### config.mk
export PLATFORM = sky130hd
export DESIGN_NAME = hci_l2_bank_arbiter
export DESIGN_NICKNAME = d
export VERILOG_FILES = /design/src/rtl/hci_package.sv /design/src/rtl/hci_arb_stall_counter.sv /design/src/rtl/hci_l2_bank_arbiter.sv
export SDC_FILE = /design/constraint.sdc
export NUM_CORES = 1
export LEC_CHECK = 0
export BUFFER_PORTS_ARGS = -buffer_cell sky130_fd_sc_hd__buf_2
export CORE_AREA = 2 2 207 209
export CTS_CLUSTER_SIZE = 24
export DETAILED_ROUTE_END_ITERATION = 10
export DIE_AREA = 0 0 209 211
export PLACE_DENSITY = 0.36
export SYNTH_ARGS = -nofsm -noshare
export SYNTH_HDL_FRONTEND = slang
export SYNTH_SLANG_ARGS = --single-unit
export TNS_END_PERCENT = 1
### constraint.sdc
create_clock -name clk_i -period 4.94 [get_ports clk_i]
set_clock_uncertainty 0.2 [all_clocks]
set_input_delay 1.235 -clock clk_i [delete_from_list [all_inputs] [get_ports clk_i]]
set_output_delay 1.235 -clock clk_i [all_outputs]
set_load 0.01 [all_outputs]
### src/rtl/hci_package.sv
// -----------------------------------------------------------------------------
// hci_package
//   Shared types and defaults for the HCI interconnect blocks.
//   - DEFAULT_AW / DEFAULT_DW / DEFAULT_BW : default address, data and byte widths
//   - hci_arb_policy_e                     : bank arbitration policy encoding
//   - hci_interconnect_ctrl_t              : runtime control word of the interconnect
// -----------------------------------------------------------------------------
package hci_package;

  localparam int unsigned DEFAULT_AW = 32;
  localparam int unsigned DEFAULT_DW = 32;
  localparam int unsigned DEFAULT_BW = 8;

  typedef enum logic {
    HCI_ARB_RR    = 1'b0,
    HCI_ARB_FIXED = 1'b1
  } hci_arb_policy_e;

  typedef struct packed {
    hci_arb_policy_e arb_policy;
  } hci_interconnect_ctrl_t;

endpackage

### src/rtl/hci_arb_stall_counter.sv
// -----------------------------------------------------------------------------
// hci_arb_stall_counter
//   Per-requester starvation counter used by hci_l2_bank_arbiter when
//   HCI_L2_ARB_STARVATION_EN is defined. Counts cycles in which the requester
//   asks for the bank but does not complete a handshake; saturates at MAX_STALL.
// Ports:
//   clk_i     : clock (rising edge)
//   rst_i     : synchronous active-high reset, clears the counter
//   req_i     : requester is asking for the bank this cycle
//   win_hs_i  : requester is the winner of a handshake this cycle
//   starved_o : counter has reached MAX_STALL
// -----------------------------------------------------------------------------
module hci_arb_stall_counter #(
  parameter int unsigned MAX_STALL = 8
) (
  input  logic clk_i,
  input  logic rst_i,
  input  logic req_i,
  input  logic win_hs_i,
  output logic starved_o
);

  localparam int unsigned CW = $clog2(MAX_STALL + 1);

  logic [CW-1:0] cnt_q;

  always_ff @(posedge clk_i) begin
    if (rst_i) begin
      cnt_q <= '0;
    end else if (!req_i || win_hs_i) begin
      cnt_q <= '0;
    end else if (cnt_q != CW'(MAX_STALL)) begin
      cnt_q <= cnt_q + CW'(1);
    end
  end

  assign starved_o = (cnt_q == CW'(MAX_STALL));

endmodule

### src/rtl/hci_l2_bank_arbiter.sv
// -----------------------------------------------------------------------------
// hci_l2_bank_arbiter
//   Shares one L2 bank port between N_IN requesters. The winner is picked
//   combinationally each cycle (round-robin from rr_q, or fixed priority with
//   the lowest index first) and its request is forwarded to the bank. The read
//   response arrives one cycle after the handshake and is routed back by the
//   one-hot id returned by the bank.
//   Optional feature macro: HCI_L2_ARB_STARVATION_EN -- per-input stall
//   counters; an input that waited MAX_STALL cycles overrides the policy.
// Ports:
//   clk_i, rst_i                     : clock, synchronous active-high reset
//   ctrl_i                           : control word, arb_policy field used
//   in_req_i/in_wen_i/in_add_i/
//   in_data_i/in_be_i                : requester side requests
//   in_gnt_o/in_r_valid_o/in_r_data_o: requester side grant and response
//   mem_req_o/mem_wen_o/mem_add_o/
//   mem_data_o/mem_be_o/mem_id_o     : bank request, id is one-hot winner
//   mem_gnt_i/mem_r_data_i/mem_r_id_i: bank grant and response
// -----------------------------------------------------------------------------
module hci_l2_bank_arbiter
  import hci_package::*;
#(
  parameter int unsigned N_IN      = 4,
  parameter int unsigned AW        = hci_package::DEFAULT_AW,
  parameter int unsigned DW        = hci_package::DEFAULT_DW,
  parameter int unsigned BW        = hci_package::DEFAULT_BW,
  parameter int unsigned IW        = N_IN,
  parameter int unsigned MAX_STALL = 8
) (
  input  logic                            clk_i,
  input  logic                            rst_i,
  input  hci_interconnect_ctrl_t          ctrl_i,
  input  logic [N_IN-1:0]                 in_req_i,
  input  logic [N_IN-1:0]                 in_wen_i,
  input  logic [N_IN-1:0][AW-1:0]         in_add_i,
  input  logic [N_IN-1:0][DW-1:0]         in_data_i,
  input  logic [N_IN-1:0][DW/BW-1:0]      in_be_i,
  output logic [N_IN-1:0]                 in_gnt_o,
  output logic [N_IN-1:0]                 in_r_valid_o,
  output logic [N_IN-1:0][DW-1:0]         in_r_data_o,
  output logic                            mem_req_o,
  output logic                            mem_wen_o,
  output logic [AW-1:0]                   mem_add_o,
  output logic [DW-1:0]                   mem_data_o,
  output logic [DW/BW-1:0]                mem_be_o,
  output logic [IW-1:0]                   mem_id_o,
  input  logic                            mem_gnt_i,
  input  logic [DW-1:0]                   mem_r_data_i,
  input  logic [IW-1:0]                   mem_r_id_i
);

  localparam int unsigned IDX_W = (N_IN > 1) ? $clog2(N_IN) : 1;

  logic [IDX_W-1:0] rr_q;
  logic [IDX_W-1:0] win_idx;
  logic [N_IN-1:0]  win_oh;
  logic             handshake;
  logic             r_valid_q;

  assign mem_req_o = |in_req_i;
  assign handshake = mem_req_o & mem_gnt_i;

`ifdef HCI_L2_ARB_STARVATION_EN
  logic [N_IN-1:0] starved;

  for (genvar i = 0; i < N_IN; i++) begin : g_stall
    hci_arb_stall_counter #(
      .MAX_STALL (MAX_STALL)
    ) u_stall (
      .clk_i     (clk_i),
      .rst_i     (rst_i),
      .req_i     (in_req_i[i]),
      .win_hs_i  (handshake & win_oh[i]),
      .starved_o (starved[i])
    );
  end
`endif

  // Descending loops let the lowest qualifying candidate be the last write.
  always_comb begin
    int               cand;
    logic [IDX_W-1:0] cand_idx;
    cand     = 0;
    cand_idx = '0;
    win_idx  = '0;
    if (ctrl_i.arb_policy == HCI_ARB_FIXED) begin
      for (int k = N_IN - 1; k >= 0; k--) begin
        if (in_req_i[k]) win_idx = IDX_W'(k);
      end
    end else begin
      for (int k = N_IN - 1; k >= 0; k--) begin
        cand = int'(rr_q) + k;
        if (cand >= int'(N_IN)) cand = cand - int'(N_IN);
        cand_idx = IDX_W'(cand);
        if (in_req_i[cand_idx]) win_idx = cand_idx;
      end
    end
`ifdef HCI_L2_ARB_STARVATION_EN
    // A starved requester still asking for the bank beats either policy.
    for (int k = N_IN - 1; k >= 0; k--) begin
      if (starved[k] && in_req_i[k]) win_idx = IDX_W'(k);
    end
`endif
  end

  assign win_oh     = mem_req_o ? (N_IN'(1) << win_idx) : '0;
  assign mem_id_o   = IW'(win_oh);
  assign in_gnt_o   = win_oh & {N_IN{mem_gnt_i}};
  assign mem_wen_o  = in_wen_i[win_idx];
  assign mem_add_o  = in_add_i[win_idx];
  assign mem_data_o = in_data_i[win_idx];
  assign mem_be_o   = in_be_i[win_idx];

  // Handshake boundary: pointer advance and one-cycle response tracking.
  always_ff @(posedge clk_i) begin
    if (rst_i) begin
      rr_q      <= '0;
      r_valid_q <= 1'b0;
    end else begin
      r_valid_q <= handshake;
      if (handshake && (ctrl_i.arb_policy == HCI_ARB_RR)) begin
        rr_q <= (win_idx == IDX_W'(N_IN - 1)) ? '0 : win_idx + IDX_W'(1);
      end
    end
  end

  for (genvar i = 0; i < N_IN; i++) begin : g_resp
    if (i < IW) begin : g_id
      assign in_r_valid_o[i] = r_valid_q & mem_r_id_i[i];
    end else begin : g_noid
      assign in_r_valid_o[i] = 1'b0;
    end
    assign in_r_data_o[i] = mem_r_data_i;
  end

endmodule

==> results of run 1 <==
## final cells by class
type / instances / area share
well taps: 539 / 0.127
multi-input cells: 258 / 0.457
flip-flops and latches: 3 / 0.0113
clock buffers: 4 / 0.0149
inverters: 4 / 0.00283
repair buffers: 384 / 0.386
## through the flow
stage	hold slack, ps	setup WS, ps	utilization	cell area [sq um]
after floorplan	382	533	-	3700
after global routing	441	145	0.127	5300
after detailed placement	392	268	0.125	5220
final	405	280	0.127	5300
after global placement	403	279	0.125	5220
after CTS	398	265	0.127	5300
## sequential cells by signal (all words and copies together), names as in the netlist
name and cells:
rr_q 2, r_valid_q 1
## cells by family after synthesis
| family | count (synthesis) |
|---|---|
| fa+ha+maj | 3 |
| simple gates | 28 |
| flops | 3 |
| compound gates | 20 |
| mux | 207 |
| buf+inv | 160 |
## synth_stat cells, drive strengths merged
library cell / number
a21o: 2
a41o: 1
mux2i: 207
a21oi: 6
o22ai: 1
and2: 7
o31ai: 1
inv: 4
a211oi: 3
ha: 3
or4: 1
dfxtp: 3
o211ai: 1
o21ai: 4
and4b: 1
nand2: 3
nor2: 5
and3: 4
nand2b: 4
o221a: 1
buf: 155
nor3: 3
clkbuf: 1
## path summary, 6_finish.rpt
check,to,slack (ps),cells past startpoint
max,mem_add_o[21],280,9
min,rr_q[1],410,2
max reg2reg,rr_q[1],2560,9
min reg2reg,rr_q[1],410,2
## worst register-to-register path, cell delays in order (launching register included)
cell,delay [ps]
sky130_fd_sc_hd__dfxtp_1,380
sky130_fd_sc_hd__and4b_1,220
sky130_fd_sc_hd__a41o_1,230
sky130_fd_sc_hd__o221a_1,250
sky130_fd_sc_hd__o31ai_4,260
sky130_fd_sc_hd__buf_12,260
sky130_fd_sc_hd__inv_1,80
sky130_fd_sc_hd__ha_1,290
sky130_fd_sc_hd__nand2_1,60
sky130_fd_sc_hd__a21oi_1,50
## power groups by stage
stage	logic [uW]	registers, uW	clock network, uW
4_1_cts	588	29.0	129
3_5_place_dp	585	29.2	0
3_3_place_gp	587	29.4	0
5_1_grt	627	29.4	131
2_1_floorplan	444	27.5	0
6_report	577	29.0	126
## metal layers
layer | GRT usage | wire length (um) | up-vias
met2 | 0.112 | 7350 | 270
met5 | 0 | 0 | -
met4 | 0.0165 | 331 | 0
li1 | - | - | 1830
met1 | 0.0517 | 4630 | 1601
met3 | 0.0138 | 1270 | 35
## cell usage in the layout (no fill, tap or decap), types with 4 or more instances in the layout
master,netlist,routed
sky130_fd_sc_hd__nor2_1,5,5
sky130_fd_sc_hd__buf_2,16,369
sky130_fd_sc_hd__o21ai_0,4,4
sky130_fd_sc_hd__buf_4,130,8
sky130_fd_sc_hd__a21oi_1,6,5
sky130_fd_sc_hd__and2_1,7,7
sky130_fd_sc_hd__and3_1,4,4
sky130_fd_sc_hd__mux2i_1,207,207
sky130_fd_sc_hd__buf_12,7,7
sky130_fd_sc_hd__nand2b_1,4,4
sky130_fd_sc_hd__inv_1,4,4
==> flow_summary.yaml, run 1 <==
run_status:
  run_status: "finished, final reports clean"
logic_synthesis:
  synth.yosys.seq_area_share: 0.0162
  synth_seq_cells: 3
  synth_top_cells_by_area: "sky130_fd_sc_hd__mux2i_1, sky130_fd_sc_hd__buf_4, sky130_fd_sc_hd__buf_12"
  avgSynthCellArea_sq_um: 8.79
  synth.distinct_cells: 26
  syn_area_sq_um: 3700
  synth_simple_gate_area_frac: 0.0423
  mappedNetlistNets: 744
  post_synth_mux_area_share: 0.560
  synthCells: 421
  yosys_warnings: 0
  synth_top_family_by_area: "multiplexers"
  synthDominantCellAreaShare: 0.560
  synth_compound_gate_area_share: 0.0365
  synth-adder-area-share: 0.0101
  synthDominantAreaCellType: "sky130_fd_sc_hd__mux2i_1"
  synth_xor_area_frac: 0
clock_tree:
  tritoncts_num_sinks: 3
  cts_root_buffer: "sky130_fd_sc_hd__clkbuf_16"
  inserted_clock_buffers: 3
  cts-resized-gates: 0
  cts_hold_buf: 0
  cts_htree_levels: 1
  postCtsSetupRepairBufs: 0
  clock_insertion_delay_worst_skew_ps: 220
  cts.clk_slew.worst_paths_ps: 30
  tritoncts: "built"
  ctsLongestPathBuffers: 2
global_routing:
  largest_net_degree_at_the_start_of_global_routing: 54
  grt_remaining_overflow: 0
  track_usage: 0.0542
  grt_pass1_vias: 3751
  grt_antenna_before_repair: 0
  grt_pass1_wl_um: 19000
floorplanning:
  io_pins: 530
  chipHeight_um: 211
  die_x_um: 209
  floorplan.initialDensity: 0.0886
  floorplan_die_area_sq_um: 44100
  rows: 75
  fp.coreArea_sq_um: 41800
cells_and_area:
  area_of_the_multi_input_gates_sq_um: 2420
  antenna-diode-count: 0
  final_layout_size_suffix_gt1_frac: 0.596
  filler_cell_count: 4791
  post_layout_nonfiller_instances: 1192
  synth_to_layout_area_growth_pct: 43.2
  nNetsFinal: 977
  seqCellArea_sq_um: 60.1
timing:
  hold_viol: 0
  grt_setup_unrepaired: "no"
  slew_violations: 0
  max_freq_ghz: 0.215
  final.setup.tns_ps: 0
  pin_slew_with_the_least_headroom_to_its_limit_ps: 413
  fin_crit_sh: 0.943
  period_needed_ps: 4660
  worst_case_headroom_to_the_max_slew_limit: 0.725
  setup_viol: 0
job:
  maxCapViolCount: 0
critical_path:
  critical-path-top-delay-family: "buffers and inverters"
  crit_arrival_ps: 3220
  critPathBufInv: 4
  cp-startpoint: "in_req_i[3]"
  crit_required_ps: 3500
  critical_path.max_stage_delay_ps: 260
  crit_path_cell_trace: "buf_2 > and4b_1 > a41o_1 > o221a_1 > o31ai_4 > buf_12 > buf_12 > mux2i_1 > buf_2"
  timing.setup.critical_path_class: "in -> out"
  slowest_stage: "sky130_fd_sc_hd__o31ai_4"
  worst-path-max-fanout: 23
  worst_setup_sp_type: "input pin"
  timing.rr.start: "rr_q[1]"
  timing.critical_path.to_type: "primary output"
routing:
  routed_wirelength_um: 13600
  ant_nets: 0
  firstDrtPassIters: 4
  num_vias: 3736
  routedWlPerCell_um: 11.4
  dr.first_iter.drc_count: 68
  vias_per_cell: 3.13
  post-route-drc-count: 0
power:
  p_int_uw: 434
  power_switching_uw: 299
  vdd.ir_drop.worst_mv: 0.0800
  p_clk_frac: 0.173
  p_total_uw: 732
  power_leakage_uw: 0.00273
  powerDensity_nw_per_um2: 138
  swShare: 0.408
  share_seq_of_total_power: 0.040
  power.combinational.fraction: 0.788
hold_path:
  hold_path_class: "reg -> reg"
  holdCritStartpoint: "rr_q[1]"
placed_design:
  numPlacedInstances: 1188
  detailed_placer_s_ending_hpwl_um: 11900
  finalWeightedCongestion: 0.703
  buffer_ports.inserted: 369
Power figures use the tool's default switching activity.
==> run 2: changes to the inputs <==
--- a/config.mk
+++ b/config.mk
@@ -5,12 +5,13 @@
 export SDC_FILE = /design/constraint.sdc
 export NUM_CORES = 1
 export LEC_CHECK = 0
+export ABC_AREA = 1
 export BUFFER_PORTS_ARGS = -buffer_cell sky130_fd_sc_hd__buf_2
-export CORE_AREA = 2 2 207 209
+export CORE_AREA = 2 2 209 211
 export CTS_CLUSTER_SIZE = 24
 export DETAILED_ROUTE_END_ITERATION = 10
-export DIE_AREA = 0 0 209 211
-export PLACE_DENSITY = 0.36
+export DIE_AREA = 0 0 211 213
+export PLACE_DENSITY = 0.39
 export SYNTH_ARGS = -nofsm -noshare
 export SYNTH_HDL_FRONTEND = slang
 export SYNTH_SLANG_ARGS = --single-unit
==> flow_summary.yaml, run 2 <==
timing:
  max_freq_ghz: 0.218
  setup_viol: 0
  period_needed_ps: 4580
  hold_viol: 0
  final.setup.tns_ps: 0
  pin_slew_with_the_least_headroom_to_its_limit_ps: 450
  grt_setup_unrepaired: "no"
  worst_case_headroom_to_the_max_slew_limit: 0.700
  fin_crit_sh: 0.927
  hold-worst-slack_ps: 433
  slew_violations: 0
logic_synthesis:
  synth_seq_cells: 3
  synth_top_family_by_area: "buffers and inverters"
  post_synth_mux_area_share: 0
  synthMostInstantiatedCell: "sky130_fd_sc_hd__inv_1"
  synthDominantAreaCellType: "sky130_fd_sc_hd__nand3_1"
  syn_area_sq_um: 4930
  synth_top_cells_by_area: "sky130_fd_sc_hd__nand3_1, sky130_fd_sc_hd__inv_1, sky130_fd_sc_hd__buf_4"
  synth-async-reset-ratio: 0
  synth_simple_gate_area_frac: 0.481
  synth.distinct_cells: 20
  synth_compound_gate_area_share: 0.0101
  synthFlopType: "sky130_fd_sc_hd__dfxtp_1"
  synth_xor_area_frac: 0.00177
  synthCells: 1037
  synth_commonest_cells: "sky130_fd_sc_hd__inv_1, sky130_fd_sc_hd__nand3_1, sky130_fd_sc_hd__nand2_1"
  synth.yosys.seq_area_share: 0.0122
  synth-adder-area-share: 0.00761
  avgSynthCellArea_sq_um: 4.76
  synth-edff-count: 0
  synthDominantCellAreaShare: 0.287
  mappedNetlistNets: 1360
  yosys_warnings: 0
cells_and_area:
  regMostFlops: "rr_q"
  largest_reg_flops: 2
  filler_cell_count: 5130
  top_regs: "rr_q (2), r_valid_q (1)"
  synth_to_layout_area_growth_pct: 32.1
  nNetsFinal: 1560
  seqCellArea_sq_um: 60.1
  commonest_cells_after_routing_fill_and_taps_aside: "sky130_fd_sc_hd__buf_2, sky130_fd_sc_hd__inv_1, sky130_fd_sc_hd__nand3_1, sky130_fd_sc_hd__nand2_1, sky130_fd_sc_hd__nor2_1"
  final_common_cell: "sky130_fd_sc_hd__buf_2"
  final_layout_size_suffix_gt1_frac: 0.316
  area_of_the_multi_input_gates_sq_um: 2510
  post_layout_instance_area_sq_um: 6520
floorplanning:
  chipHeight_um: 213
  rows: 76
  io_pins: 530
  floorplan.initialDensity: 0.116
  fp.coreArea_sq_um: 42700
  die_x_um: 211
  floorplan_die_area_sq_um: 44900
routing:
  num_vias: 6443
  routedWlPerCell_um: 12.8
  dr.first_iter.drc_count: 327
  firstDrtPassIters: 4
  routed_wirelength_um: 22900
  ant_nets: 0
  post-route-drc-count: 0
  vias_per_cell: 3.61
global_routing:
  grt_use_met1: 0.114
  largest_net_degree_at_the_start_of_global_routing: 73
  track_usage: 0.0942
  grt_antenna_before_repair: 7
  global_route.usage.met2: 0.163
  busiest_layer: "met2"
  grtUsageMet3: 0.0235
  grt_remaining_overflow: 0
  grt_pass1_wl_um: 33500
  grt_pass1_vias: 6204
critical_path:
  worst-path-max-fanout: 31
  timing.rr.start: "rr_q[0]"
  timing.setup.critical_path_class: "in -> out"
  reg2regPathDepth: 12
  worst_setup_sp_type: "input pin"
  setup_slack_on_the_worst_flop_to_flop_path_ps: 2530
  crit_required_ps: 3500
  timing.critical_path.to_type: "primary output"
  crit_arrival_ps: 3150
  reg_to_reg_critical_path_endpoint: "rr_q[1]"
clock_tree:
  cts.clk_slew.worst_paths_ps: 40
  cts_root_buffer: "sky130_fd_sc_hd__clkbuf_16"
  tritoncts_num_sinks: 3
  ctsLongestPathBuffers: 2
  cts-resized-gates: 0
  clock_insertion_delay_worst_skew_ps: 230
  cts_hold_buf: 0
  inserted_clock_buffers: 3
  cts_htree_levels: 1
  tritoncts: "built"
  postCtsSetupRepairBufs: 0
run_status:
  run_status: "finished, final reports clean"
placed_design:
  detailed_placer_s_ending_hpwl_um: 18600
  postPlaceCellArea_sq_um: 6440
  buffer_ports.inserted: 369
  finalWeightedCongestion: 0.792
hold_path:
  worstHoldPathCells: 2
  hold_path_class: "reg -> reg"
  holdCritStartpoint: "rr_q[1]"
  min_to: "rr_q[1]"
power:
  powerDensity_nw_per_um2: 167
  vdd.ir_drop.worst_mv: 0.0575
  power_leakage_uw: 0.00452
job:
  maxCapViolCount: 0
-- run 2: cell count changes in the layout (fill, tap and decap cells not counted), moves of 3 or more --
| cell | before | now |
|---|---|---|
| sky130_fd_sc_hd__inv_1 | 4 | 297 |
| sky130_fd_sc_hd__nor2_1 | 5 | 14 |
| sky130_fd_sc_hd__a211oi_1 | 3 | 0 |
| sky130_fd_sc_hd__mux2i_1 | 207 | 0 |
| sky130_fd_sc_hd__and2_1 | 7 | 0 |
| sky130_fd_sc_hd__buf_4 | 8 | 5 |
| sky130_fd_sc_hd__and3_1 | 4 | 0 |
| sky130_fd_sc_hd__nand3_1 | 0 | 283 |
| sky130_fd_sc_hd__nand2b_1 | 4 | 0 |
| sky130_fd_sc_hd__nand2_1 | 3 | 232 |
-- run 2: worst max-delay path, cell delays in order --
cell and delay, ps:
sky130_fd_sc_hd__buf_2 100, sky130_fd_sc_hd__inv_1 50, sky130_fd_sc_hd__o21ai_0 270, sky130_fd_sc_hd__nand2_1 120, sky130_fd_sc_hd__nand3_1 120, sky130_fd_sc_hd__nand2_1 60, sky130_fd_sc_hd__nand2_1 100, sky130_fd_sc_hd__nand3_4 140
sky130_fd_sc_hd__nand2_8 270, sky130_fd_sc_hd__buf_4 260, sky130_fd_sc_hd__nand2_1 80, sky130_fd_sc_hd__nand3_1 140, sky130_fd_sc_hd__nand2_1 70, sky130_fd_sc_hd__buf_2 140
-- run 2: report_power, final --
group          internal [uW]  leakage (uW)  switching, uW
combinational            367       0.00446            558
sequential              26.1     0.0000248           3.63
clock                    107     0.0000382           27.8
-- run 2: final cells by class --
class	instances	share of cell area
multi-input combinational	548	0.385
timing repair buffer	383	0.317
tap	546	0.105
sequential	3	0.00921
inverter	298	0.172
antenna	2	0.000768
clock buffer	4	0.0121
-- run 2: metal layers --
layer / part of all wire / vias up
met3: 0.075 / 64
met5: 0.0028 / -
li1: - / 3326
met4: 0.030 / 10
met2: 0.47 / 249
met1: 0.42 / 2794
-- run 2: cells by family after synthesis --
logic type      count (synthesis)
flops                           3
compound gates                 10
buf+inv                       486
xor+xnor                        1
fa+ha+maj                       3
simple gates                  534
-- run 2: how the worst max path moves through the flow --
| stage | start | to | cells past startpoint | slack (ps) |
|---|---|---|---|---|
| 3_5_place_dp | in_req_i[3] | mem_be_o[3] | 14 | 320 |
| 4_1_cts | in_req_i[3] | mem_be_o[3] | 14 | 320 |
| 2_1_floorplan | in_req_i[3] | in_gnt_o[3] | 13 | 850 |
| 3_3_place_gp | in_req_i[3] | mem_be_o[3] | 14 | 300 |
| 6_report | in_req_i[3] | mem_be_o[3] | 14 | 360 |
| 5_1_grt | in_req_i[3] | mem_add_o[31] | 12 | 100 |
-- run 2: per-stage QoR --
| step | setup slack, ps | utilization | total power [uW] | instances |
|---|---|---|---|---|
| 2_1_floorplan | 853 | - | 669 | 1037 |
| 3_3_place_gp | 300 | 0.151 | 975 | 1778 |
| 3_5_place_dp | 320 | 0.151 | 973 | 1778 |
| 4_1_cts | 321 | 0.153 | 1110 | 1782 |
| 5_1_grt | 98.0 | 0.153 | 1210 | 1782 |
| 6_report | 359 | 0.153 | 1090 | 1784 |
==> run 3: changes to the inputs <==
--- a/config.mk
+++ b/config.mk
@@ -7,11 +7,11 @@
 export LEC_CHECK = 0
 export ABC_AREA = 1
 export BUFFER_PORTS_ARGS = -buffer_cell sky130_fd_sc_hd__buf_2
-export CORE_AREA = 2 2 209 211
+export CORE_AREA = 8 8 197 199
 export CTS_CLUSTER_SIZE = 24
 export DETAILED_ROUTE_END_ITERATION = 10
-export DIE_AREA = 0 0 211 213
-export PLACE_DENSITY = 0.39
+export DIE_AREA = 0 0 205 207
+export PLACE_DENSITY = 0.43
 export SYNTH_ARGS = -nofsm -noshare
 export SYNTH_HDL_FRONTEND = slang
 export SYNTH_SLANG_ARGS = --single-unit
==> constraint.sdc (replaced) <==
create_clock -name clk_i -period 4.6 [get_ports clk_i]
set_clock_uncertainty 0.2 [all_clocks]
set_input_delay 1.15 -clock clk_i [delete_from_list [all_inputs] [get_ports clk_i]]
set_output_delay 1.15 -clock clk_i [all_outputs]
set_load 0.01 [all_outputs]
==> flow_summary.yaml, run 3 (same netlist as run 2, synthesis figures left out) <==
run_status:
  run_status: "finished, final reports clean"
critical_path:
  timing.setup.critical_path_class: "in -> out"
  timing.rr.start: "rr_q[0]"
  crit_required_ps: 3250
  setup.worst_path.end: "mem_add_o[27]"
  worst-path-max-fanout: 25
  reg_to_reg_critical_path_endpoint: "rr_q[1]"
  timing.critical_path.to_type: "primary output"
  reg2regPathDepth: 12
  worst_setup_sp_type: "input pin"
  crit_arrival_ps: 3010
  cp-startpoint: "in_req_i[2]"
  setup_slack_on_the_worst_flop_to_flop_path_ps: 2190
floorplanning:
  floorplan.initialDensity: 0.137
  floorplan_die_area_sq_um: 42400
  die_x_um: 205
  rows: 70
  chipHeight_um: 207
  io_pins: 530
  fp.coreArea_sq_um: 35900
cells_and_area:
  final_layout_size_suffix_gt1_frac: 0.320
  largest_reg_flops: 2
  regMostFlops: "rr_q"
  synth_to_layout_area_growth_pct: 30.9
  nNetsFinal: 1566
  final_common_cell: "sky130_fd_sc_hd__buf_2"
  filler_cell_count: 4322
  top_regs: "rr_q (2), r_valid_q (1)"
  finalCoreUtilization: 0.180
  commonest_cells_after_routing_fill_and_taps_aside: "sky130_fd_sc_hd__buf_2, sky130_fd_sc_hd__inv_1, sky130_fd_sc_hd__nand3_1, sky130_fd_sc_hd__nand2_1, sky130_fd_sc_hd__nor2_1"
power:
  power_switching_uw: 629
  p_clk_frac: 0.120
  swShare: 0.535
  vdd.ir_drop.worst_mv: 0.147
  share_seq_of_total_power: 0.027
  powerDensity_nw_per_um2: 182
  p_total_uw: 1170
  power_leakage_uw: 0.00455
  power.combinational.fraction: 0.853
  p_int_uw: 546
clock_tree:
  clock_insertion_delay_worst_skew_ps: 230
  cts_htree_levels: 1
  tritoncts: "built"
  postCtsSetupRepairBufs: 0
  cts_root_buffer: "sky130_fd_sc_hd__clkbuf_16"
  cts-resized-gates: 0
  cts_hold_buf: 0
  tritoncts_num_sinks: 3
  inserted_clock_buffers: 3
  ctsLongestPathBuffers: 2
  cts.clk_slew.worst_paths_ps: 30
timing:
  slew_violations: 0
  hold_viol: 0
  setup_viol: 0
  period_needed_ps: 4360
  max_freq_ghz: 0.229
  pin_slew_with_the_least_headroom_to_its_limit_ps: 463
  grt_setup_unrepaired: "no"
  worst_case_headroom_to_the_max_slew_limit: 0.691
  final.setup.tns_ps: 0
  fin_crit_sh: 0.948
  fin_ws_ps: 239
  hold-worst-slack_ps: 435
routing:
  num_vias: 6486
  ant_nets: 0
  firstDrtPassIters: 5
  dr.first_iter.drc_count: 318
  post-route-drc-count: 0
  vias_per_cell: 3.79
  routed_wirelength_um: 23900
  routedWlPerCell_um: 14.0
placed_design:
  buffer_ports.inserted: 369
  detailed_placer_s_ending_hpwl_um: 19700
  finalWeightedCongestion: 0.820
  place_ws_ps: 192
global_routing:
  grt_pass1_wl_um: 36100
  grt_pass1_vias: 6559
  track_usage: 0.104
  grt_antenna_before_repair: 1
  largest_net_degree_at_the_start_of_global_routing: 74
  grt_remaining_overflow: 0
job:
  maxCapViolCount: 0
hold_path:
  hold_path_class: "reg -> reg"
==> run 3: cell types whose count changed in the layout (fill, tap and decap cells not counted) <==
cell | before | now
sky130_fd_sc_hd__buf_4 | 5 | 11
sky130_fd_sc_hd__clkinv_2 | 1 | 0
sky130_fd_sc_hd__inv_2 | 0 | 1
sky130_fd_sc_hd__nand2_4 | 1 | 2
sky130_fd_sc_hd__nand2_8 | 1 | 0
==> run 3: area by class of cell <==
type,count,area (sq um),area share
Antenna cell,2,5.00,0.000775
Clock buffer,4,78.8,0.0122
Inverter,298,1120,0.173
Multi-Input combinational cell,548,2500,0.387
Sequential cell,3,60.1,0.00930
Tap cell,468,586,0.0907
Timing Repair Buffer,389,2110,0.327
==> run 3: critical path: stages <==
cell and delay [ps]:
sky130_fd_sc_hd__buf_2 110, sky130_fd_sc_hd__nand2_1 60, sky130_fd_sc_hd__o21ai_0 150, sky130_fd_sc_hd__nand2_1 110, sky130_fd_sc_hd__nand2_1 50, sky130_fd_sc_hd__nand3_1 60
sky130_fd_sc_hd__nand3_1 70, sky130_fd_sc_hd__nand2_1 100, sky130_fd_sc_hd__nand2_4 70, sky130_fd_sc_hd__inv_2 310, sky130_fd_sc_hd__buf_4 390, sky130_fd_sc_hd__nand3_1 130
sky130_fd_sc_hd__nand2_1 80, sky130_fd_sc_hd__buf_2 120
==> run 3: per-stage QoR <==
step                instances  area [sq um]
detailed placement       1706          6370
global route             1711          6450
finish                   1712          6460
floorplan                1037          4930
global placement         1706          6370
CTS                      1710          6450
==> run 3: worst min-delay path by stage <==
stage                     endpoint    start  cells past startpoint
after floorplan            rr_q[1]  rr_q[1]                      2
after global placement     rr_q[1]  rr_q[1]                      2
after detailed placement   rr_q[1]  rr_q[1]                      2
after CTS                  rr_q[1]  rr_q[1]                      2
after global routing       rr_q[1]  rr_q[1]                      2
final                      rr_q[1]  rr_q[1]                      2
==> run 3: power by group through the flow <==
stage / logic [uW] / registers, uW / clock network (uW)
after floorplan: 688 / 30.2 / 0
after detailed placement: 1020 / 32.4 / 0
after global routing: 1120 / 32.7 / 144
final: 1000 / 32.1 / 141
after global placement: 1020 / 32.4 / 0
after CTS: 1030 / 32.0 / 141
==> run 3: routing by layer <==
layer	up-vias	part of all wire	wire length, um	track usage
li1	3336	-	-	-
met1	2824	0.40	9590	0.122
met4	0	0.030	707	0.0325
met3	53	0.087	2070	0.0261
met2	273	0.48	11500	0.181
met5	-	0	0	0
